<file path="config.mk">
export PLATFORM = sky130hd
export DESIGN_NAME = hazard_ctrl
export DESIGN_NICKNAME = d
export VERILOG_FILES = /design/src/rtl/hazard_ctrl.sv
export SDC_FILE = /design/constraint.sdc
export NUM_CORES = 1
export LEC_CHECK = 0
export ABC_AREA = 1
export ABC_CLOCK_PERIOD_IN_PS = 3250
export BUFFER_PORTS_ARGS = -buffer_cell sky130_fd_sc_hd__clkbuf_2
export CAP_MARGIN = 25
export CORE_UTILIZATION = 45
export DETAILED_ROUTE_END_ITERATION = 8
export GPL_ROUTABILITY_DRIVEN = 0
export PLACE_DENSITY = 0.82
export SKIP_CTS_REPAIR_TIMING = 1
export SLEW_MARGIN = 20
export SYNTH_ARGS = -nofsm -noshare
export SYNTH_HDL_FRONTEND = slang
export SYNTH_SLANG_ARGS = --single-unit
</file>
<file path="constraint.sdc">
create_clock -name clk -period 3.25 [get_ports clk]
set_input_delay 0.4875 -clock clk [delete_from_list [all_inputs] [get_ports clk]]
set_output_delay 0.4875 -clock clk [all_outputs]
set_load 0.02 [all_outputs]
</file>
<file path="src/rtl/hazard_ctrl.sv">
// hazard_ctrl: hazard and sequencing controller for the 5-stage MIPS pipeline.
// Generates EX-stage forwarding selects, load-use / mult-div stalls, branch and
// jump flushes, and sequences the multicycle MUL/DIV unit through IDLE/BUSY/DONE.
// Optional feature macro: HAZARD_PERF_EN adds StallCnt/FlushCnt performance counters.
module hazard_ctrl #(
   parameter int MUL_LAT = 4,
   parameter int DIV_LAT = 32,
   parameter int CNT_W   = 6
) (
   input  logic       clk,
   input  logic       reset,
   input  logic [4:0] Rs_DE,
   input  logic [4:0] Rt_DE,
   input  logic [4:0] Rs_EX,
   input  logic [4:0] Rt_EX,
   input  logic [4:0] WriteReg_EX,
   input  logic [4:0] WriteReg_ME,
   input  logic [4:0] WriteReg_WB,
   input  logic       RegWrite_EX,
   input  logic       RegWrite_ME,
   input  logic       RegWrite_WB,
   input  logic       MemToReg_EX,
   input  logic       Jump_DE,
   input  logic       PcSrc_ME,
   input  logic       MulDiv_DE,
   input  logic       MfHiLo_DE,
   input  logic       MulDivStart_EX,
   input  logic       IsDiv_EX,
   output logic       Stall_FE,
   output logic       Stall_DE,
   output logic       Flush_DE,
   output logic       Flush_EX,
   output logic       Flush_ME,
   output logic [1:0] ForwardA_EX,
   output logic [1:0] ForwardB_EX,
   output logic       MulDivBusy,
   output logic       MulDivDone
`ifdef HAZARD_PERF_EN
   ,
   output logic [31:0] StallCnt,
   output logic [31:0] FlushCnt
`endif
);

   typedef enum logic [1:0] {S_IDLE, S_BUSY, S_DONE} state_t;

   // Counter preload values: BUSY lasts LAT cycles counting LAT-1 down to 0.
   localparam logic [CNT_W-1:0] LD_MUL = CNT_W'(MUL_LAT - 1);
   localparam logic [CNT_W-1:0] LD_DIV = CNT_W'(DIV_LAT - 1);

   state_t           r_state, w_state_nxt;
   logic [CNT_W-1:0] r_cnt, w_cnt_nxt;
   logic             w_launch, w_lu, w_md, w_stall;

   // Forwarding select: ME (10) has priority over WB (01); $0 is never forwarded.
   function automatic logic [1:0] fwd_sel(input logic       we_me,
                                          input logic [4:0] wr_me,
                                          input logic       we_wb,
                                          input logic [4:0] wr_wb,
                                          input logic [4:0] src);
      if (we_me && (wr_me != 5'd0) && (wr_me == src))
         return 2'b10;
      else if (we_wb && (wr_wb != 5'd0) && (wr_wb == src))
         return 2'b01;
      else
         return 2'b00;
   endfunction

   // A mult/div on the wrong path (branch taken in ME) must never launch.
   assign w_launch = MulDivStart_EX && (r_state == S_IDLE) && !PcSrc_ME;
   assign w_lu     = MemToReg_EX && RegWrite_EX && (WriteReg_EX != 5'd0) &&
                     ((WriteReg_EX == Rs_DE) || (WriteReg_EX == Rt_DE));
   assign w_md     = (MulDiv_DE || MfHiLo_DE) &&
                     ((r_state == S_BUSY) || ((r_state == S_IDLE) && w_launch));
   assign w_stall  = (w_lu || w_md) && !PcSrc_ME;

   assign MulDivBusy = (r_state == S_BUSY);
   assign MulDivDone = (r_state == S_DONE);

   // FSM state and busy counter register; reset aborts any operation without a done pulse.
   always_ff @(posedge clk) begin
      if (reset) begin
         r_state <= S_IDLE;
         r_cnt   <= '0;
      end else begin
         r_state <= w_state_nxt;
         r_cnt   <= w_cnt_nxt;
      end
   end

   // FSM next state and counter: load on launch, count down in BUSY, single DONE cycle.
   always_comb begin
      w_state_nxt = r_state;
      w_cnt_nxt   = r_cnt;
      case (r_state)
         S_IDLE: begin
            if (w_launch) begin
               w_state_nxt = S_BUSY;
               w_cnt_nxt   = IsDiv_EX ? LD_DIV : LD_MUL;
            end
         end
         S_BUSY: begin
            if (r_cnt == '0)
               w_state_nxt = S_DONE;
            else
               w_cnt_nxt = r_cnt - CNT_W'(1);
         end
         S_DONE:  w_state_nxt = S_IDLE;
         default: w_state_nxt = S_IDLE;
      endcase
   end

   // Stall/flush/forward outputs; a taken branch overrides any stall, reset forces flushes.
   always_comb begin
      Stall_FE    = 1'b0;
      Stall_DE    = 1'b0;
      Flush_DE    = 1'b1;
      Flush_EX    = 1'b1;
      Flush_ME    = 1'b1;
      ForwardA_EX = 2'b00;
      ForwardB_EX = 2'b00;
      if (!reset) begin
         ForwardA_EX = fwd_sel(RegWrite_ME, WriteReg_ME, RegWrite_WB, WriteReg_WB, Rs_EX);
         ForwardB_EX = fwd_sel(RegWrite_ME, WriteReg_ME, RegWrite_WB, WriteReg_WB, Rt_EX);
         Stall_FE    = w_stall;
         Stall_DE    = w_stall;
         Flush_EX    = w_stall || PcSrc_ME;
         Flush_ME    = PcSrc_ME;
         // A jump held by a stall flushes only once the stall releases.
         Flush_DE    = PcSrc_ME || (Jump_DE && !w_stall);
      end
   end

`ifdef HAZARD_PERF_EN
   // Performance counters: stall cycles and flush cycles, wrapping, cleared by reset.
   always_ff @(posedge clk) begin
      if (reset) begin
         StallCnt <= '0;
         FlushCnt <= '0;
      end else begin
         if (Stall_DE)
            StallCnt <= StallCnt + 32'd1;
         if (PcSrc_ME || Flush_DE)
            FlushCnt <= FlushCnt + 32'd1;
      end
   end
`endif

endmodule

</file>
Word-level counts from Yosys, hierarchy flattened
Cells that the tools add are included.
W data, S select, Z words.
- bits in registers: 8
- input bits: 47
- output and inout bits: 11
- word-level logic and storage cells: 62
- add/sub/neg operators: 1
- equal/unequal tests: 11
- multiplexer cells: 17
- reduce and logical (&&, ||, !) cells: 31
- operator list (operator ; count):
    $eq A5 B5 Y1 ; 6
    $logic_and A1 B1 Y1 ; 15
    $reduce_bool A5 Y1 ; 3
    $mux W2 ; 6
    $mux W6 ; 2
    $pmux W6 S2 ; 1
    $logic_not A6 Y1 ; 1
    $logic_or A1 B1 Y1 ; 6
    $mux W1 ; 6
    $sub A6 B1 Y6 const B ; 1
    $mux W5 ; 1
    $ne A2 B2 Y1 const B ; 2
    $pmux W2 S2 ; 1
    $reduce_and A3 Y1 ; 1
    $eq A2 B1 Y1 const B ; 1
    $eq A2 B2 Y1 const B ; 1
    $logic_not A1 Y1 ; 2
    $logic_not A2 Y1 ; 1
    $ne A2 B1 Y1 const B ; 1
    $reduce_and A2 Y1 ; 1
    $reduce_bool A2 Y1 ; 1

Depth between registers and ports, before layout
- word-level depth: 12
- gate-level depth with buffers: 9
- gate-level depth less buffers: 9

Worst setup path after synthesis
OpenSTA, ideal clock, no wires.
- path kind: input to output
- start point: in PcSrc_ME
- end point: out Stall_FE
- arrival time: 1520 ps
- data required time: 2762 ps
- setup slack: 1242 ps
- stages: 6
- buffers on the path: 1
- cells stage by stage: inv_1 -> nand4_2 -> inv_1 -> o22ai_2 -> a21oi_1 -> buf_4
- cells in the longest elaborated chain, start to end: 8
- RTL lines (item ; line ; source):
    from (decl) ; 24 ; input logic PcSrc_ME,
    $logic_not A1 Y1 (*) ; 70, 75 ;
    $logic_and A1 B1 Y1 ; 70 ; assign w_launch = MulDivStart_EX && (r_state == S_IDLE) && !PcSrc_ME;
    $logic_and A1 B1 Y1 ; 74 ; ((r_state == S_BUSY) || ((r_state == S_IDLE) && w_launch));
    $logic_or A1 B1 Y1 ; 74 ;
    $logic_and A1 B1 Y1 ; 73 ; assign w_md = (MulDiv_DE || MfHiLo_DE) &&
    $logic_or A1 B1 Y1 ; 75 ; assign w_stall = (w_lu || w_md) && !PcSrc_ME;
    $logic_and A1 B1 Y1 (*) ; 75 ;
    $mux W1 (*) ; -- ;
    to (decl) ; 29 ; output logic Stall_FE,
Mark *: on every way between the ends. The rest lies on a longest branch, timed or not.

Worst setup path after layout
- start point: in reset
- end point: out ForwardB_EX[0]
- cells in the longest elaborated chain, start to end: 1
- RTL lines (item ; line ; source):
    from (decl) ; 11 ; input logic reset,
    $mux W2 ; 122 ; if (!reset) begin
    to (decl) ; 35 ; output logic [1:0] ForwardB_EX,
Every way passes these cells.

==> impl_results.md <==
* Number of global-route vias before repair at 1115
* Crit Path Category: primary input to output pin
* Cell Pwr Density at 283 nW/um^2
* Max Root-Sink Buffers at 2
* Critical path fanouts, max at 8
* WP data required at 2.76 ns
* Detail Placement HPWL at around 2.2 mm
* Fmax at 473 MHz
* Met3 usage at around 1.9%
* Met2 usage at 41.0%
* Initial antenna violation count at 0
* Clk_lat worst skew at 0.26 ns
* Worst VDD drop at 0.000140 V
* Max cap viols at 0
* CTS tree: built
* TritonRoute pass-1 iters at 4
* Mapped Area at 1020 um^2
* Final critical-path required period at 2.11 ns
* Post-route DRC at 0
* Startpoint types: primary input
* Clock network fraction of design power at 19.9%
* Initial Util at 50.0%
* Fillers at around 220
* YS warnings at 0
* Clock buffer count from CTS at 3
* Design area at 1360 um^2
* Status: finished, final reports clean
* Critical Path AT at 1.63 ns
* RSZ-0062 raised after global routing: no
* Net count after synthesis at 221
* Hold crit path type: register to register
* Synth Flop Type: dfxtp_1
* Combinational fraction of design power at 48.6%
* # setup viols final at 0
* Commonest non-fill, non-tap cell in the layout: clkbuf_2
* Internal power at 0.000231 W
* Post-synth EDFFs at 0
* Htree depth at 1
* Routed Antenna Nets at 0
* Yosys cell types at 30
* Crit end category: output pin
* Routed Wire Length at 2.53 mm
* PortBufs at 57
* WL/cell at 9.80 um
* Post-synthesis register bit count at 8
* Setup_tns at 0 ns
* Synth Instances at 172
* Clock transition at path regs at 0.05 ns
* Rel. slew slack at around four fifths
* Worst Max-Slew Pin Slew at 0.301 ns
* Placed cell areas at between 1000 and 1500 um^2
* Max Slew Vio Count at 0
* Final Skew at 0.00497 ns
* Gr usage total at 22.4%
* Number of vias per cell at 4.88
* Async S/R FF share, synth at 0%
* Die width at 49.6 um
* GR peak layer: met2
* Largest net degree at the start of global routing at 11
* Most frequent cells in the layout: 57 x clkbuf_2, 47 x nand2_1, 28 x inv_1
* First-pass GRT wire length at between 4 and 5 mm
* Rows at 16
* Flop pwr share at about a third
* CTS Root Cell: clkbuf_4
* DR iter-0 viols at 29
* Area growth from synthesis to layout at 32.7%
* Total number of vias at 1259
* Nets@finish at around 280
* Sw Pwr at 0.000153 W
* Period Utilization, post-route at 65.0%
* Grt total ovfl at 0
* Leak at 0.769 nW
* Diode count at 0
* Mean Syn Cell Area at 5.94 um^2
* Layout cell share with drive strength beyond 1 at 31.2%
* Final hold vios at 0
* Net Sw Frac at 39.8%
* Sequential fraction of the synthesis area at 15.7%
* Global Route met1 Usage at between 20% and 30%
* Die height at between 40 and 50 um
* # IOs at 58
* Die area at ~2500 um^2
* Core region area at 2040 um^2
* CTS sink cnt at 8
-- worst max-delay path, stage by stage --
cell and delay, ns:
clkbuf_2 0.16, inv_1 0.22, o21ai_0 0.12, a21oi_1 0.15, nand2_1 0.07, nor3b_1 0.20
clkbuf_2 0.21
-- power groups by stage --
stage / Sequential (W) / Clock (W) / Combinational [W]
after floorplan: 0.000120 / 0 / 0.000121
after global placement: 0.000122 / 0 / 0.000184
after detailed placement: 0.000122 / 0 / 0.000186
after CTS: 0.000120 / 0.0000780 / 0.000187
after global routing: 0.000122 / 0.0000839 / 0.000212
final: 0.000121 / 0.0000765 / 0.000187
-- area by class of cell --
cell class	count	area, um^2	share of cell area, %
clock buffers	3	22.5	1.66
flip-flops and latches	8	160	11.8
inverters	31	116	8.59
multi-input cells	132	737	54.4
repair buffers	57	285	21.1
well taps	27	33.8	2.49
-- synthesized netlist by cell type, types with 2 or more instances --
cell type	count	area [um^2]
nand3_1	6	30.0
a31oi_1	3	18.8
nand4_1	4	25.0
inv_2	3	11.3
o21ai_0	7	35.0
inv_1	28	105
ha_1	2	25.0
nor3_1	6	30.0
xor2_1	6	52.6
dfxtp_1	8	160
a21oi_1	5	25.0
nor2_2	3	18.8
nand2_1	47	176
nor2_1	16	60.1
xnor2_1	13	114
-- cells by family after synthesis --
group / share of synthesized area [%]
and+or+nand+nor: 41.8
buffers and inverters: 12.1
AOI/OAI and AO/OA: 11.6
xor gates and xnor gates: 16.3
DFF: 15.7
adders and majority gates: 2.45
-- state kept, by name, summed over array words and instances, names as in the netlist --
name and count:
r_state 2, r_cnt 6
-- final timing paths --
kind / slack, ns / to / cells past startpoint / start
worst min register to register: 0.52 / r_cnt[5]$_SDFFE_PP0P_ / 2 / r_cnt[5]$_SDFFE_PP0P_
worst min-delay path: 0.52 / r_cnt[5]$_SDFFE_PP0P_ / 2 / r_cnt[5]$_SDFFE_PP0P_
worst max-delay path: 1.14 / ForwardB_EX[0] / 7 / reset
worst max register to register: 1.88 / r_cnt[4]$_SDFFE_PP0P_ / 7 / r_cnt[0]$_SDFFE_PP0P_
-- through the flow --
stage	cells	hold slack (ns)	utilization [%]	power, W	worst slack, ns
floorplan	172	0.467	-	0.000241	1.24
global placement	255	0.490	65.3	0.000306	1.19
detailed placement	255	0.519	65.3	0.000308	1.13
finish	258	0.523	66.4	0.000384	1.14
global route	258	0.541	66.4	0.000418	1.06
CTS	258	0.520	66.4	0.000385	1.11
-- layer usage --
| metal | share of wire, % | vias to the layer above |
|---|---|---|
| met1 | 43 | 530 |
| met2 | 49 | 60 |
| li1 | - | 665 |
| met3 | 7.2 | 4 |
| met4 | 1.3 | 0 |
| met5 | 0 | - |
No activity file was read; power rests on OpenSTA's default activity.
